File: config.mk
export PLATFORM = sky130hd
export DESIGN_NAME = port_hold_stage_flat
export DESIGN_NICKNAME = d
export VERILOG_FILES = /design/src/rtl/port_hold_stage_if.sv /design/src/rtl/port_hold_stage.sv /design/src/flat_wrapper.sv
export SDC_FILE = /design/constraint.sdc
export NUM_CORES = 1
export LEC_CHECK = 0
export ABC_AREA = 1
export BUFFER_PORTS_ARGS = -buffer_cell sky130_fd_sc_hd__buf_2
export CAP_MARGIN = 10
export CORE_ASPECT_RATIO = 0.7
export CORE_MARGIN = 2
export CORE_UTILIZATION = 44
export CTS_CLUSTER_DIAMETER = 120
export DETAILED_ROUTE_END_ITERATION = 10
export PLACE_DENSITY = 0.78
export SLEW_MARGIN = 0
export SYNTH_ARGS = -nofsm -noshare
export SYNTH_HDL_FRONTEND = slang
export SYNTH_SLANG_ARGS = --single-unit
File: constraint.sdc
create_clock -name c_clk -period 14 [get_ports c_clk]
set_input_delay 2.8 -clock c_clk [delete_from_list [all_inputs] [get_ports c_clk]]
set_output_delay 2.8 -clock c_clk [all_outputs]
set_load 0.01 [all_outputs]
File: src/rtl/port_hold_stage_if.sv
// +--------------------------------------------------------------------------+
// | port_hold_stage_if : requester/response signals of the four hold ports   |
// | Rev 1.0 - initial release                                                |
// +--------------------------------------------------------------------------+
`default_nettype none

interface port_hold_stage_if #(
  parameter int DATA_W = 32
);
  logic [3:0]        req1_cmd_in;
  logic [3:0]        req2_cmd_in;
  logic [3:0]        req3_cmd_in;
  logic [3:0]        req4_cmd_in;
  logic [DATA_W-1:0] req1_data_in;
  logic [DATA_W-1:0] req2_data_in;
  logic [DATA_W-1:0] req3_data_in;
  logic [DATA_W-1:0] req4_data_in;
  logic              port1_resp_done;
  logic              port2_resp_done;
  logic              port3_resp_done;
  logic              port4_resp_done;

  logic [3:0]        hold1_prio_req;
  logic [3:0]        hold2_prio_req;
  logic [3:0]        hold3_prio_req;
  logic [3:0]        hold4_prio_req;
  logic [DATA_W-1:0] hold1_data1;
  logic [DATA_W-1:0] hold2_data1;
  logic [DATA_W-1:0] hold3_data1;
  logic [DATA_W-1:0] hold4_data1;
  logic [DATA_W-1:0] hold1_data2;
  logic [DATA_W-1:0] hold2_data2;
  logic [DATA_W-1:0] hold3_data2;
  logic [DATA_W-1:0] hold4_data2;
  logic              port1_busy;
  logic              port2_busy;
  logic              port3_busy;
  logic              port4_busy;
  logic              port1_overrun;
  logic              port2_overrun;
  logic              port3_overrun;
  logic              port4_overrun;

  modport master (
    output req1_cmd_in, req2_cmd_in, req3_cmd_in, req4_cmd_in,
    output req1_data_in, req2_data_in, req3_data_in, req4_data_in,
    output port1_resp_done, port2_resp_done, port3_resp_done, port4_resp_done,
    input  hold1_prio_req, hold2_prio_req, hold3_prio_req, hold4_prio_req,
    input  hold1_data1, hold2_data1, hold3_data1, hold4_data1,
    input  hold1_data2, hold2_data2, hold3_data2, hold4_data2,
    input  port1_busy, port2_busy, port3_busy, port4_busy,
    input  port1_overrun, port2_overrun, port3_overrun, port4_overrun
  );

  modport slave (
    input  req1_cmd_in, req2_cmd_in, req3_cmd_in, req4_cmd_in,
    input  req1_data_in, req2_data_in, req3_data_in, req4_data_in,
    input  port1_resp_done, port2_resp_done, port3_resp_done, port4_resp_done,
    output hold1_prio_req, hold2_prio_req, hold3_prio_req, hold4_prio_req,
    output hold1_data1, hold2_data1, hold3_data1, hold4_data1,
    output hold1_data2, hold2_data2, hold3_data2, hold4_data2,
    output port1_busy, port2_busy, port3_busy, port4_busy,
    output port1_overrun, port2_overrun, port3_overrun, port4_overrun
  );
endinterface

`default_nettype wire

File: src/rtl/port_hold_stage.sv
// +--------------------------------------------------------------------------+
// | port_hold_stage : per-port command/operand capture ahead of calc1 prio   |
// | Rev 1.0 - initial release                                                |
// +--------------------------------------------------------------------------+
`default_nettype none

module port_hold_stage #(
  parameter int NUM_PORTS = 4,
  parameter int DATA_W    = 32
) (
  input  logic              c_clk,
  input  logic              reset,
  port_hold_stage_if.slave  bus
);

  localparam int CMD_W = 4;

  typedef enum logic [1:0] {
    S_IDLE    = 2'd0,
    S_OP2     = 2'd1,
    S_PRESENT = 2'd2,
    S_WAIT    = 2'd3
  } state_t;

  logic [NUM_PORTS-1:0][CMD_W-1:0]  req_cmd;
  logic [NUM_PORTS-1:0][DATA_W-1:0] req_data;
  logic [NUM_PORTS-1:0]             resp_done;
  logic [NUM_PORTS-1:0][CMD_W-1:0]  prio_req;
  logic [NUM_PORTS-1:0][DATA_W-1:0] hold_d1;
  logic [NUM_PORTS-1:0][DATA_W-1:0] hold_d2;
  logic [NUM_PORTS-1:0]             busy;
  logic [NUM_PORTS-1:0]             overrun;

  assign req_cmd   = {bus.req4_cmd_in, bus.req3_cmd_in,
                      bus.req2_cmd_in, bus.req1_cmd_in};
  assign req_data  = {bus.req4_data_in, bus.req3_data_in,
                      bus.req2_data_in, bus.req1_data_in};
  assign resp_done = {bus.port4_resp_done, bus.port3_resp_done,
                      bus.port2_resp_done, bus.port1_resp_done};

  for (genvar i = 0; i < NUM_PORTS; i++) begin : g_port
    state_t             state_q;
    logic [CMD_W-1:0]   cmd_q;
    logic [CMD_W-1:0]   prio_q;
    logic [DATA_W-1:0]  data1_q;
    logic [DATA_W-1:0]  data2_q;
    logic               busy_q;
    logic               overrun_q;
    logic               req_seen;

    assign req_seen = |req_cmd[i];

    // prio_q and overrun_q default low so each can only pulse for one cycle
    always_ff @(posedge c_clk or posedge reset) begin
      if (reset) begin
        state_q   <= S_IDLE;
        cmd_q     <= '0;
        prio_q    <= '0;
        data1_q   <= '0;
        data2_q   <= '0;
        busy_q    <= 1'b0;
        overrun_q <= 1'b0;
      end else begin
        prio_q    <= '0;
        overrun_q <= 1'b0;
        case (state_q)
          S_IDLE: begin
            if (req_seen) begin
              cmd_q   <= req_cmd[i];
              data1_q <= req_data[i];
              busy_q  <= 1'b1;
              state_q <= S_OP2;
            end
          end
          S_OP2: begin
            data2_q <= req_data[i];
            prio_q  <= cmd_q;
            state_q <= S_PRESENT;
          end
          S_PRESENT: begin
            overrun_q <= req_seen;
            state_q   <= S_WAIT;
          end
          S_WAIT: begin
            // a command arriving with resp_done is still dropped as an overrun
            overrun_q <= req_seen;
            if (resp_done[i]) begin
              cmd_q   <= '0;
              busy_q  <= 1'b0;
              state_q <= S_IDLE;
            end
          end
          default: begin
            state_q <= S_IDLE;
          end
        endcase
      end
    end

    assign prio_req[i] = prio_q;
    assign hold_d1[i]  = data1_q;
    assign hold_d2[i]  = data2_q;
    assign busy[i]     = busy_q;
    assign overrun[i]  = overrun_q;
  end

  assign bus.hold1_prio_req = prio_req[0];
  assign bus.hold2_prio_req = prio_req[1];
  assign bus.hold3_prio_req = prio_req[2];
  assign bus.hold4_prio_req = prio_req[3];
  assign bus.hold1_data1    = hold_d1[0];
  assign bus.hold2_data1    = hold_d1[1];
  assign bus.hold3_data1    = hold_d1[2];
  assign bus.hold4_data1    = hold_d1[3];
  assign bus.hold1_data2    = hold_d2[0];
  assign bus.hold2_data2    = hold_d2[1];
  assign bus.hold3_data2    = hold_d2[2];
  assign bus.hold4_data2    = hold_d2[3];
  assign bus.port1_busy     = busy[0];
  assign bus.port2_busy     = busy[1];
  assign bus.port3_busy     = busy[2];
  assign bus.port4_busy     = busy[3];
  assign bus.port1_overrun  = overrun[0];
  assign bus.port2_overrun  = overrun[1];
  assign bus.port3_overrun  = overrun[2];
  assign bus.port4_overrun  = overrun[3];

endmodule

`default_nettype wire

File: src/flat_wrapper.sv
// flat-port wrapper written by rule: the top's interface ports become plain ports
module port_hold_stage_flat 
#(
  parameter int NUM_PORTS = 4,
  parameter int DATA_W    = 32
)
  (c_clk, reset, bus_req1_cmd_in, bus_req2_cmd_in, bus_req3_cmd_in, bus_req4_cmd_in, bus_req1_data_in, bus_req2_data_in, bus_req3_data_in, bus_req4_data_in, bus_port1_resp_done, bus_port2_resp_done, bus_port3_resp_done, bus_port4_resp_done, bus_hold1_prio_req, bus_hold2_prio_req, bus_hold3_prio_req, bus_hold4_prio_req, bus_hold1_data1, bus_hold2_data1, bus_hold3_data1, bus_hold4_data1, bus_hold1_data2, bus_hold2_data2, bus_hold3_data2, bus_hold4_data2, bus_port1_busy, bus_port2_busy, bus_port3_busy, bus_port4_busy, bus_port1_overrun, bus_port2_overrun, bus_port3_overrun, bus_port4_overrun);
  port_hold_stage_if #(.DATA_W(DATA_W)) bus_i ();
  input  logic c_clk;
  input  logic reset;
  input wire logic [$bits(bus_i.req1_cmd_in)-1:0] bus_req1_cmd_in;
  input wire logic [$bits(bus_i.req2_cmd_in)-1:0] bus_req2_cmd_in;
  input wire logic [$bits(bus_i.req3_cmd_in)-1:0] bus_req3_cmd_in;
  input wire logic [$bits(bus_i.req4_cmd_in)-1:0] bus_req4_cmd_in;
  input wire logic [$bits(bus_i.req1_data_in)-1:0] bus_req1_data_in;
  input wire logic [$bits(bus_i.req2_data_in)-1:0] bus_req2_data_in;
  input wire logic [$bits(bus_i.req3_data_in)-1:0] bus_req3_data_in;
  input wire logic [$bits(bus_i.req4_data_in)-1:0] bus_req4_data_in;
  input wire logic [$bits(bus_i.port1_resp_done)-1:0] bus_port1_resp_done;
  input wire logic [$bits(bus_i.port2_resp_done)-1:0] bus_port2_resp_done;
  input wire logic [$bits(bus_i.port3_resp_done)-1:0] bus_port3_resp_done;
  input wire logic [$bits(bus_i.port4_resp_done)-1:0] bus_port4_resp_done;
  output wire logic [$bits(bus_i.hold1_prio_req)-1:0] bus_hold1_prio_req;
  output wire logic [$bits(bus_i.hold2_prio_req)-1:0] bus_hold2_prio_req;
  output wire logic [$bits(bus_i.hold3_prio_req)-1:0] bus_hold3_prio_req;
  output wire logic [$bits(bus_i.hold4_prio_req)-1:0] bus_hold4_prio_req;
  output wire logic [$bits(bus_i.hold1_data1)-1:0] bus_hold1_data1;
  output wire logic [$bits(bus_i.hold2_data1)-1:0] bus_hold2_data1;
  output wire logic [$bits(bus_i.hold3_data1)-1:0] bus_hold3_data1;
  output wire logic [$bits(bus_i.hold4_data1)-1:0] bus_hold4_data1;
  output wire logic [$bits(bus_i.hold1_data2)-1:0] bus_hold1_data2;
  output wire logic [$bits(bus_i.hold2_data2)-1:0] bus_hold2_data2;
  output wire logic [$bits(bus_i.hold3_data2)-1:0] bus_hold3_data2;
  output wire logic [$bits(bus_i.hold4_data2)-1:0] bus_hold4_data2;
  output wire logic [$bits(bus_i.port1_busy)-1:0] bus_port1_busy;
  output wire logic [$bits(bus_i.port2_busy)-1:0] bus_port2_busy;
  output wire logic [$bits(bus_i.port3_busy)-1:0] bus_port3_busy;
  output wire logic [$bits(bus_i.port4_busy)-1:0] bus_port4_busy;
  output wire logic [$bits(bus_i.port1_overrun)-1:0] bus_port1_overrun;
  output wire logic [$bits(bus_i.port2_overrun)-1:0] bus_port2_overrun;
  output wire logic [$bits(bus_i.port3_overrun)-1:0] bus_port3_overrun;
  output wire logic [$bits(bus_i.port4_overrun)-1:0] bus_port4_overrun;
  assign bus_i.req1_cmd_in = bus_req1_cmd_in;
  assign bus_i.req2_cmd_in = bus_req2_cmd_in;
  assign bus_i.req3_cmd_in = bus_req3_cmd_in;
  assign bus_i.req4_cmd_in = bus_req4_cmd_in;
  assign bus_i.req1_data_in = bus_req1_data_in;
  assign bus_i.req2_data_in = bus_req2_data_in;
  assign bus_i.req3_data_in = bus_req3_data_in;
  assign bus_i.req4_data_in = bus_req4_data_in;
  assign bus_i.port1_resp_done = bus_port1_resp_done;
  assign bus_i.port2_resp_done = bus_port2_resp_done;
  assign bus_i.port3_resp_done = bus_port3_resp_done;
  assign bus_i.port4_resp_done = bus_port4_resp_done;
  assign bus_hold1_prio_req = bus_i.hold1_prio_req;
  assign bus_hold2_prio_req = bus_i.hold2_prio_req;
  assign bus_hold3_prio_req = bus_i.hold3_prio_req;
  assign bus_hold4_prio_req = bus_i.hold4_prio_req;
  assign bus_hold1_data1 = bus_i.hold1_data1;
  assign bus_hold2_data1 = bus_i.hold2_data1;
  assign bus_hold3_data1 = bus_i.hold3_data1;
  assign bus_hold4_data1 = bus_i.hold4_data1;
  assign bus_hold1_data2 = bus_i.hold1_data2;
  assign bus_hold2_data2 = bus_i.hold2_data2;
  assign bus_hold3_data2 = bus_i.hold3_data2;
  assign bus_hold4_data2 = bus_i.hold4_data2;
  assign bus_port1_busy = bus_i.port1_busy;
  assign bus_port2_busy = bus_i.port2_busy;
  assign bus_port3_busy = bus_i.port3_busy;
  assign bus_port4_busy = bus_i.port4_busy;
  assign bus_port1_overrun = bus_i.port1_overrun;
  assign bus_port2_overrun = bus_i.port2_overrun;
  assign bus_port3_overrun = bus_i.port3_overrun;
  assign bus_port4_overrun = bus_i.port4_overrun;
  port_hold_stage #(.NUM_PORTS(NUM_PORTS), .DATA_W(DATA_W)) u_core (.c_clk(c_clk), .reset(reset), .bus(bus_i));
endmodule
==> results.yml, run 1 <==
sta:
  final.hold.worst_slack_ps: 463.7
  timing.fmax_ghz: 0.2518
  period_share_pct: 28.36
  rsz0062_at_grt: "no"
  setup_viol_count_final: 0
  finalCriticalPeriod_ps: 3971
  maxSlewHeadroom_pct: 24.19
  finalClockSkew_ps: 8.305
  drv_slew: 0
  hold_viol: 0
  final_critical_path_setup_slack_ps: 10030
  post_route_setup_tns_ps: 0
  worstMarginPinSlew_ps: 1137
global_routing:
  grt_util_all_layers_pct: 21.82
  gr_met2_demand_resource_pct: 37.22
  met1_usage_pct: 27.30
  global_route_overflow: 0
  grt_max_degree: 188
  grt_first_pass_wirelength_um: 50900
  number_of_global_route_vias_before_repair: 9546
  met3_usage_pct: 5.737
  top_usage_layer: "met2"
  grt_antenna_before_repair: 4
finish:
  sequential_cell_area_mm2: 0.007607
  layout.cells.most_common: "sky130_fd_sc_hd__buf_2"
  flow.area_growth_from_synthesis_pct: 26.58
  final_nets: 1688
  drive_above_1_share_pct: 32.90
  postLayoutCoreUtil_pct: 56.40
  mostFrequentLayoutCells: "sky130_fd_sc_hd__buf_2 (429), sky130_fd_sc_hd__nand2_1 (332), sky130_fd_sc_hd__dfrtp_1 (304), sky130_fd_sc_hd__nand3_1 (132), sky130_fd_sc_hd__mux2_1 (128)"
  multi_input_comb_area_mm2: 0.004106
  nFillCells: 2347
min_path:
  min_path_type: "flop to flop"
synth:
  synthesis.yosys.warnings: 0
  synth_seq_area_share_pct: 61.79
  syn-mean-instance-area_um2: 11.14
  yosys_register_bits: 304
  netlist-cell-type-count: 20
  postSynthCellCount: 1105
  post_synthesis_net_count: 1279
  synth.cell_area_mm2: 0.01231
clocking:
  cts_made_buffers: 30
  clock_tree_from_tritoncts: "done"
  root_buffer: "sky130_fd_sc_hd__clkbuf_16"
  cts.repair_timing.setup_buffer_count: 0
  cts_hold_buf: 0
  cts.path.max_buffers: 3
  cts.clk_slew.worst_paths_ps: 60
  postCtsResizedCells: 0
  cts.htree.levels: 1
  cts_sinks: 304
  clock_insertion_delay_worst_skew_ps: 550
power:
  irDropWorstVdd_uv: 128.0
  total_power_mw: 3.962
  pwr_density_cell_mw_per_mm2: 254.2
  power.static_leakage_nw: 8.468
drt:
  detail_route.first_pass.iterations: 5
  route.vias.total: 9515
  via_per_inst: 4.984
  route.antenna.remaining_nets: 0
  route.detailed.drc: 0
  routedWlPerCell_um: 17.19
  drt_wl_total_um: 32820
  first_iter_violations: 603
die:
  row_count: 51
  dieWidth_um: 203.9
  total_die_area_mm2: 0.02935
  starting_density_of_the_core_pct: 44.55
  die_y_um: 143.9
  design.core.area_mm2: 0.02763
  top_level_ports: 430
critical_path:
  cp_cell_sequence: "buf_2 -> inv_8 -> buf_12"
  worstPathArrival_ps: 4470
  crit_slowest_cell: "sky130_fd_sc_hd__buf_12"
  timing.critical_path.slowest_cell_delay_ps: 650
  timing.critical_path.buf_inv: 3
  crit_type: "input pin to async pin"
  startpoint_type: "input pin"
  timing.critical_path.required_ps: 14490
  endpoint_kind: "async pin"
  path_max_fanout: 187
  critical-path-top-delay-family: "buffers and inverters"
placed_design:
  dp.final_hpwl_um: 23220
  placement.setup.worst_slack_ps: 9466
  gpl.final_weighted_congestion: 0.8296
  buffer_ports.inserted: 429
run_status:
  status: "finished clean"
run:
  cap_violations: 0
per-layer routing:
layer  share of wire (%)  wire length [um]
met1                  41             13460
met5               0.040                13
met2                  49             15970
met4                 2.9               952
met3                 7.4              2422
stage by stage:
stage	area [um^2]	cells
after floorplan	12310	1105
after global routing	15580	1908
after CTS	15570	1906
after detailed placement	14590	1853
final	15580	1909
after global placement	14590	1853
synthesized netlist by cell type, drive strengths merged:
library cell	number	area [um^2]
inv	49	183.9
ha	24	300.3
dfrtp	304	7607
mux2	128	1441
or2	4	25.02
nand3	140	740.7
nand2	340	1306
buf	59	411.7
nand4	20	125.1
clkbuf	1	3.750
o21ai	4	20.02
nor2	28	115.1
o21a	4	30.03
registers in the layout (all words and copies together), names as in the netlist, 4 cells and up:
register and count:
u_core.bus.hold1_data1 32, u_core.bus.hold1_data2 32, u_core.bus.hold2_data1 32, u_core.bus.hold2_data2 32
u_core.bus.hold3_data1 32, u_core.bus.hold3_data2 32, u_core.bus.hold4_data1 32, u_core.bus.hold4_data2 32
u_core.g_port.cmd_q 16, u_core.g_port.state_q 8, u_core.bus.hold1_prio_req 4, u_core.bus.hold2_prio_req 4
u_core.bus.hold3_prio_req 4, u_core.bus.hold4_prio_req 4
layout make-up:
class / instances / area share, %
Clock buffer: 43 / 5.589
Timing Repair Buffer: 437 / 14.24
Antenna cell: 3 / 0.04818
Inverter: 49 / 1.229
Tap cell: 371 / 2.979
Sequential cell: 304 / 48.82
Clock inverter: 10 / 0.7387
Multi-Input combinational cell: 692 / 26.35
power breakdown:
group | switching (mW) | internal, mW | total, mW | leakage [nW]
clock network | 0.336 | 0.468 | 0.804 | 0.489
registers | 0.234 | 1.31 | 1.55 | 3.69
logic | 0.959 | 0.650 | 1.61 | 4.29
total | 1.53 | 2.43 | 3.96 | 8.47
worst min-delay path: cells and delay by family, from the launching register on:
family	cells	cell delay (ps)
DFF	1	340
and+or+nand+nor	1	50
buffers and inverters	1	40
worst paths after layout:
kind	start	endpoint	slack, ps	depth (start not counted)
max in group c_clk	bus_req4_cmd_in[1]	u_core.bus.hold4_data1[18]$_DFFE_PP0P_	10040	6
min in group asynchronous	reset	u_core.bus.hold4_data2[10]$_DFFE_PP0N_	2360	2
max	reset	u_core.bus.hold4_data1[31]$_DFFE_PP0P_	10030	3
min reg2reg	u_core.g_port[3].cmd_q[2]$_DFFE_PP0P_	u_core.bus.hold4_prio_req[2]$_DFF_PP0_	460	2
max reg2reg	u_core.g_port[2].state_q[1]$_DFFE_PP0P_	u_core.bus.hold3_data2[6]$_DFFE_PP0N_	11950	4
min	u_core.g_port[3].cmd_q[2]$_DFFE_PP0P_	u_core.bus.hold4_prio_req[2]$_DFF_PP0_	460	2
logic make-up after synthesis:
logic type | Yosys count | synth area share, %
adders and majority gates | 24 | 2.439
DFF | 304 | 61.79
AOI/OAI and AO/OA | 8 | 0.4066
muxes | 128 | 11.71
and+or+nand+nor | 532 | 18.78
buffers and inverters | 109 | 4.868
Note: power is estimated with default switching activity, not from simulation.
==> run 2, diff against run 1 <==
--- a/config.mk
+++ b/config.mk
@@ -13,7 +13,7 @@
 export CORE_UTILIZATION = 44
 export CTS_CLUSTER_DIAMETER = 120
 export DETAILED_ROUTE_END_ITERATION = 10
-export PLACE_DENSITY = 0.78
+export PLACE_DENSITY = 0.81
 export SLEW_MARGIN = 0
 export SYNTH_ARGS = -nofsm -noshare
 export SYNTH_HDL_FRONTEND = slang
==> constraint.sdc (replaced) <==
create_clock -name c_clk -period 3.2 [get_ports c_clk]
set_input_delay 0.64 -clock c_clk [delete_from_list [all_inputs] [get_ports c_clk]]
set_output_delay 0.64 -clock c_clk [all_outputs]
set_load 0.01 [all_outputs]
==> run 2 against run 1 <==
Global-route usage decreased by 0.35 points. Power grew to 4.4 times the previous value. First-iteration DRC count decreased by 6.5%. Final cell count decreased by 0.10%. Utilization is 0.33 points higher. Critical endpoint is now u_core.bus.hold1_data1[12]$_DFFE_PP0P_. Critical path type is now flop to flop. Final area rose by 0.59%. Clock skew hardly changed.
==> results.yml, run 2 (synthesis results as in run 1) <==
run_status:
  status: "finished clean"
clocking:
  cts.htree.levels: 1
  cts.path.max_buffers: 3
  clock_insertion_delay_worst_skew_ps: 540
  root_buffer: "sky130_fd_sc_hd__clkbuf_16"
  cts.repair_timing.setup_buffer_count: 0
  cts_sinks: 304
  clock_tree_from_tritoncts: "done"
  cts_made_buffers: 29
  cts.clk_slew.worst_paths_ps: 60
  cts_hold_buf: 0
  postCtsResizedCells: 0
critical_path:
  worstPathArrival_ps: 2450
  cp_cell_sequence: "inv_1 -> ha_1 -> nand2_4 -> nand2_1 -> nand2_1"
  worst_path_most_repeated_cell: "sky130_fd_sc_hd__nand2_1"
  timing.critical_path.required_ps: 3630
  timing.rr.end: "u_core.bus.hold1_data1[12]$_DFFE_PP0P_"
  crit_slowest_cell: "sky130_fd_sc_hd__ha_1"
  timing.critical_path.slowest_cell_delay_ps: 650
  path_max_fanout: 32
  endpoint_kind: "flop"
  worst_r2r_path_depth: 5
  crit_type: "flop to flop"
  critical_path.reg2reg.startpoint: "u_core.g_port[0].state_q[0]$_DFFE_PP0P_"
  worst_setup_path_startpoint: "u_core.g_port[0].state_q[0]$_DFFE_PP0P_"
  rrSetupSlack_ps: 1180
  startpoint_type: "flop"
  cp-endpoint: "u_core.bus.hold1_data1[12]$_DFFE_PP0P_"
sta:
  final_critical_path_setup_slack_ps: 1176
  hold_viol: 0
  finalCriticalPeriod_ps: 2024
  final.hold.worst_slack_ps: 301.7
  finalClockSkew_ps: 8.797
  worstMarginPinSlew_ps: 1030
  setup_viol_count_final: 0
  drv_slew: 0
  period_share_pct: 63.26
  rsz0062_at_grt: "no"
  timing.fmax_ghz: 0.4940
  post_route_setup_tns_ps: 0
  maxSlewHeadroom_pct: 31.36
drt:
  via_per_inst: 5.029
  route.detailed.drc: 0
  route.antenna.remaining_nets: 0
  route.vias.total: 9591
  drt_wl_total_um: 32560
  detail_route.first_pass.iterations: 5
  routedWlPerCell_um: 17.07
  first_iter_violations: 564
finish:
  nFillCells: 2270
  mostFrequentLayoutCells: "sky130_fd_sc_hd__buf_2 (429), sky130_fd_sc_hd__nand2_1 (332), sky130_fd_sc_hd__dfrtp_1 (304), sky130_fd_sc_hd__nand3_1 (132), sky130_fd_sc_hd__mux2_1 (128)"
  diode_count: 0
  drive_above_1_share_pct: 33.27
  stdcell_count: 1907
  sequential_cell_area_mm2: 0.007607
  layout.cells.most_common: "sky130_fd_sc_hd__buf_2"
  flow.area_growth_from_synthesis_pct: 27.32
  postLayoutCoreUtil_pct: 56.73
  multi_input_comb_area_mm2: 0.004106
  final_nets: 1689
placed_design:
  dp.final_hpwl_um: 23140
  buffer_ports.inserted: 429
  gpl.final_weighted_congestion: 0.8365
  placement.setup.worst_slack_ps: 931.3
  dp.cells: 1855
global_routing:
  grt_util_all_layers_pct: 21.48
  global_route_overflow: 0
  grt_first_pass_wirelength_um: 49870
  number_of_global_route_vias_before_repair: 9345
  grt_max_degree: 169
  grt_antenna_before_repair: 0
die:
  total_die_area_mm2: 0.02935
  top_level_ports: 430
  row_count: 51
  starting_density_of_the_core_pct: 44.55
  die_y_um: 143.9
  design.core.area_mm2: 0.02763
  dieWidth_um: 203.9
power:
  pwr_density_cell_mw_per_mm2: 1120
  power.static_leakage_nw: 8.499
  irDropWorstVdd_uv: 732.9
run:
  cap_violations: 0
min_path:
  min_path_type: "input pin to async pin"
[run 2: how the worst min path moves through the flow]
stage,to,slack [ps],cells after the start
3_3_place_gp,u_core.bus.hold2_prio_req[2]$_DFF_PP0_,450,2
2_1_floorplan,u_core.bus.hold4_prio_req[0]$_DFF_PP0_,430,2
3_5_place_dp,u_core.bus.hold3_prio_req[1]$_DFF_PP0_,450,2
6_report,u_core.bus.hold4_data1[26]$_DFFE_PP0P_,300,3
5_1_grt,u_core.bus.hold3_data2[29]$_DFFE_PP0N_,300,2
4_1_cts,u_core.bus.hold3_data2[27]$_DFFE_PP0N_,290,2
[run 2: stage by stage]
stage	cell area (um^2)	total power, mW
after CTS	15670	17.74
after floorplan	12310	11.15
after detailed placement	14640	13.94
after global placement	14640	13.60
final	15670	17.56
after global routing	15670	18.78
[run 2: per-layer routing]
layer	vias to the layer above	GRT usage (%)	routed length [um]
li1	4425	-	-
met1	4719	27.21	13480
met2	384	36.14	15650
met3	63	6.145	2609
met4	0	5.993	816
met5	-	0	0
[run 2: final cells by class]
class | count | area share, %
sequential | 304 | 48.54
timing repair buffer | 439 | 14.50
multi-input combinational | 692 | 26.20
clock buffer | 38 | 5.293
inverter | 49 | 1.197
clock inverter | 14 | 1.317
tap | 371 | 2.962
[run 2: power by group]
part	leakage [nW]	total [mW]	internal (mW)	switching [mW]
clock network	0.505	3.71	2.22	1.49
logic	4.31	7.09	2.89	4.20
registers	3.69	6.76	5.75	1.01
total	8.50	17.6	10.9	6.70
[run 2: worst max-delay path, delay by kind of cell (launching register included)]
family | cells | cell delay (ps)
AND/OR/NAND/NOR | 3 | 680
adder cells (fa/ha/maj) | 1 | 650
flip-flops | 1 | 430
buffers and inverters | 1 | 130
==> run 3, diff against run 2 <==
--- a/config.mk
+++ b/config.mk
@@ -5,7 +5,7 @@
 export SDC_FILE = /design/constraint.sdc
 export NUM_CORES = 1
 export LEC_CHECK = 0
-export ABC_AREA = 1
+export ABC_AREA = 0
 export BUFFER_PORTS_ARGS = -buffer_cell sky130_fd_sc_hd__buf_2
 export CAP_MARGIN = 10
 export CORE_ASPECT_RATIO = 0.7
@@ -13,7 +13,7 @@
 export CORE_UTILIZATION = 44
 export CTS_CLUSTER_DIAMETER = 120
 export DETAILED_ROUTE_END_ITERATION = 10
-export PLACE_DENSITY = 0.81
+export PLACE_DENSITY = 0.78
 export SLEW_MARGIN = 0
 export SYNTH_ARGS = -nofsm -noshare
 export SYNTH_HDL_FRONTEND = slang
==> constraint.sdc (replaced) <==
create_clock -name c_clk -period 1.9 [get_ports c_clk]
set_input_delay 0.38 -clock c_clk [delete_from_list [all_inputs] [get_ports c_clk]]
set_output_delay 0.38 -clock c_clk [all_outputs]
set_load 0.01 [all_outputs]
==> run 3 against run 2 <==
Power grew 75%. Register-to-register slack got worse by 1000 ps. Global-route usage fell by 2.0 points. Synthesized cell count is 34% lower. Area after synthesis increased by 1.5%.
==> results.yml, run 3 <==
run_status:
  status: "finished clean"
power:
  intPower_mw: 20.30
  irDropWorstVdd_uv: 1205
  power.static_leakage_nw: 8.058
  power.share.sequential_pct: 37.6
  pwr_density_cell_mw_per_mm2: 1925
  total_power_mw: 30.75
  power.switching_mw: 10.45
  switching_share_pct: 33.98
  power_frac_comb_pct: 45.1
  power_frac_clock_pct: 17.3
synth:
  yosys_register_bits: 304
  post_synthesis_net_count: 903
  netlist-cell-type-count: 19
  async_flop_share_pct: 100.0
  synth.cell_area_mm2: 0.01250
  synthesis.yosys.warnings: 0
  synth_top_cell_by_area: "sky130_fd_sc_hd__dfrtp_1"
  synth-edff-count: 0
  postSynthCellCount: 729
  syn-mean-instance-area_um2: 17.15
  ys_dominant_reg_cell: "sky130_fd_sc_hd__dfrtp_1"
  synth_seq_area_share_pct: 60.85
  synthTopCellsByCount: "sky130_fd_sc_hd__dfrtp_1 (304), sky130_fd_sc_hd__mux2_2 (140), sky130_fd_sc_hd__mux2_4 (120), sky130_fd_sc_hd__mux2i_1 (28), sky130_fd_sc_hd__ha_1 (24)"
  post_synth_main_area_contributors: "sky130_fd_sc_hd__dfrtp_1 (61%), sky130_fd_sc_hd__mux2_4 (14%), sky130_fd_sc_hd__mux2_2 (13%)"
  synth_most_common_cell: "sky130_fd_sc_hd__dfrtp_1"
  netlist.area_leader.share_pct: 60.85
finish:
  drive_above_1_share_pct: 64.58
  final_nets: 1357
  flow.area_growth_from_synthesis_pct: 27.81
  layout.cells.most_common: "sky130_fd_sc_hd__buf_2"
  mostFrequentLayoutCells: "sky130_fd_sc_hd__buf_2 (429), sky130_fd_sc_hd__dfrtp_1 (304), sky130_fd_sc_hd__mux2_2 (140), sky130_fd_sc_hd__mux2_4 (120), sky130_fd_sc_hd__clkbuf_16 (29)"
drt:
  route.vias.total: 7590
  drt_wl_total_um: 29560
  detail_route.first_pass.iterations: 4
  first_iter_violations: 318
  route.detailed.drc: 0
  route.antenna.remaining_nets: 0
  routedWlPerCell_um: 18.78
  via_per_inst: 4.822
placed_design:
  dp.final_hpwl_um: 22290
  gpl.final_weighted_congestion: 0.8203
  buffer_ports.inserted: 429
critical_path:
  timing.critical_path.buf_inv: 2
  path_max_fanout: 19
  timing.critical_path.slowest_cell_delay_ps: 430
  worstPathArrival_ps: 2160
  startpoint_type: "flop"
  endpoint_kind: "flop"
  critical-path-top-delay-family: "flip-flops"
  worst_setup_path_startpoint: "u_core.g_port[0].state_q[0]$_DFFE_PP0P_"
  timing.critical_path.required_ps: 2320
  critical_path.reg2reg.startpoint: "u_core.g_port[0].state_q[0]$_DFFE_PP0P_"
  crit_type: "flop to flop"
  cp_cell_sequence: "inv_1 -> ha_2 -> nand2b_2 -> buf_12 -> mux2_4"
  rrSetupSlack_ps: 160
  crit_slowest_cell: "sky130_fd_sc_hd__dfrtp_1"
sta:
  worstMarginPinSlew_ps: 368.4
  final.hold.worst_slack_ps: 80.23
  drv_slew: 0
  rsz0062_at_grt: "no"
  setup_viol_count_final: 0
  finalCriticalPeriod_ps: 1744
  period_share_pct: 91.77
  timing.fmax_ghz: 0.5735
  hold_viol: 0
  post_route_setup_tns_ps: 0
  maxSlewHeadroom_pct: 75.44
  finalClockSkew_ps: 9.854
die:
  row_count: 51
  total_die_area_mm2: 0.02980
  top_level_ports: 430
  die_y_um: 145.0
  design.core.area_mm2: 0.02789
  starting_density_of_the_core_pct: 44.83
  dieWidth_um: 205.5
clocking:
  root_buffer: "sky130_fd_sc_hd__clkbuf_16"
  cts.path.max_buffers: 3
  clock_insertion_delay_worst_skew_ps: 540
  clock_tree_from_tritoncts: "done"
  cts.htree.levels: 1
  cts.repair_timing.setup_buffer_count: 0
  cts.clk_slew.worst_paths_ps: 70
  cts_sinks: 304
  cts_made_buffers: 29
min_path:
  holdCritStartpoint: "bus_req2_data_in[22]"
  min_path_type: "input pin to flop"
global_routing:
  global_route_overflow: 0
  grt_first_pass_wirelength_um: 45850
  grt_util_all_layers_pct: 19.46
  grt_max_degree: 65
  grt_antenna_before_repair: 5
  number_of_global_route_vias_before_repair: 7953
run:
  cap_violations: 0
-- run 3: changes by cell type after synthesis, sizes merged, moves of 20 or more --
cell,before,now
nand4,20,0
nand3,140,0
mux2i,0,28
buf,59,31
inv,49,17
mux2,128,260
nand2,340,0
-- run 3: what timing repair did --
item                                    4_1_cts  5_1_grt
endpoints found under the setup margin        0       28
hold buffers                                  1        0
resized for setup                             0        1
endpoints found under the hold margin        53        0
-- run 3: final cells by class --
cell class	count	area, um^2
clock inverters	8	46.29
clock buffers	40	817.0
diodes	3	7.507
flip-flops and latches	304	7607
inverters	17	67.56
fillers	2191	11910
repair buffers	459	2537
well taps	371	464.2
multi-input cells	372	4429
-- run 3: cell families (layout without fill, tap and decap cells) --
logic type / Yosys count / count (layout) / synth area share, %
AOI/OAI and AO/OA: 24 / 24 / 1.601
adders and majority gates: 24 / 24 / 2.402
buffers and inverters: 53 / 524 / 3.833
DFF: 304 / 304 / 60.85
muxes: 288 / 288 / 29.27
other: 0 / 3 / 0
and+or+nand+nor: 36 / 36 / 2.042
-- run 3: per-layer routing --
layer | GRT usage [%] | part of all wire (%)
met3 | 5.301 | 7.1
met4 | 4.353 | 2.0
met2 | 32.49 | 49
met1 | 25.28 | 42
met5 | 0 | 0.044
-- run 3: worst paths after layout --
path / cells after the start / endpoint
worst max-delay path: 5 / u_core.bus.hold1_data1[19]$_DFFE_PP0P_
worst min-delay path: 2 / u_core.bus.hold2_data1[22]$_DFFE_PP0P_
worst max register to register: 5 / u_core.bus.hold1_data1[19]$_DFFE_PP0P_
worst min register to register: 1 / u_core.bus.hold4_data1[30]$_DFFE_PP0P_
max in group asynchronous: 5 / u_core.bus.hold2_data1[27]$_DFFE_PP0P_
min in group asynchronous: 4 / u_core.bus.hold2_data2[16]$_DFFE_PP0N_
-- run 3: power by group through the flow --
stage | clock network (mW) | logic [mW] | registers [mW]
floorplan | 0 | 7.93 | 12.9
finish | 5.32 | 13.9 | 11.6
global route | 5.77 | 14.8 | 12.0
detailed placement | 0 | 14.0 | 11.6
CTS | 5.50 | 14.0 | 11.6
global placement | 0 | 13.6 | 11.5
-- run 3: through the flow --
stage / instance area, um^2 / instances / util (%) / setup WS [ps]
after global routing: 15980 / 1574 / 57.29 / 67.47
after global placement: 15090 / 1522 / 54.13 / 120.5
final: 15980 / 1574 / 57.29 / 156.4
after detailed placement: 15090 / 1522 / 54.13 / 90.15
after CTS: 15970 / 1571 / 57.26 / 79.15
after floorplan: 12500 / 729 / - / -2523
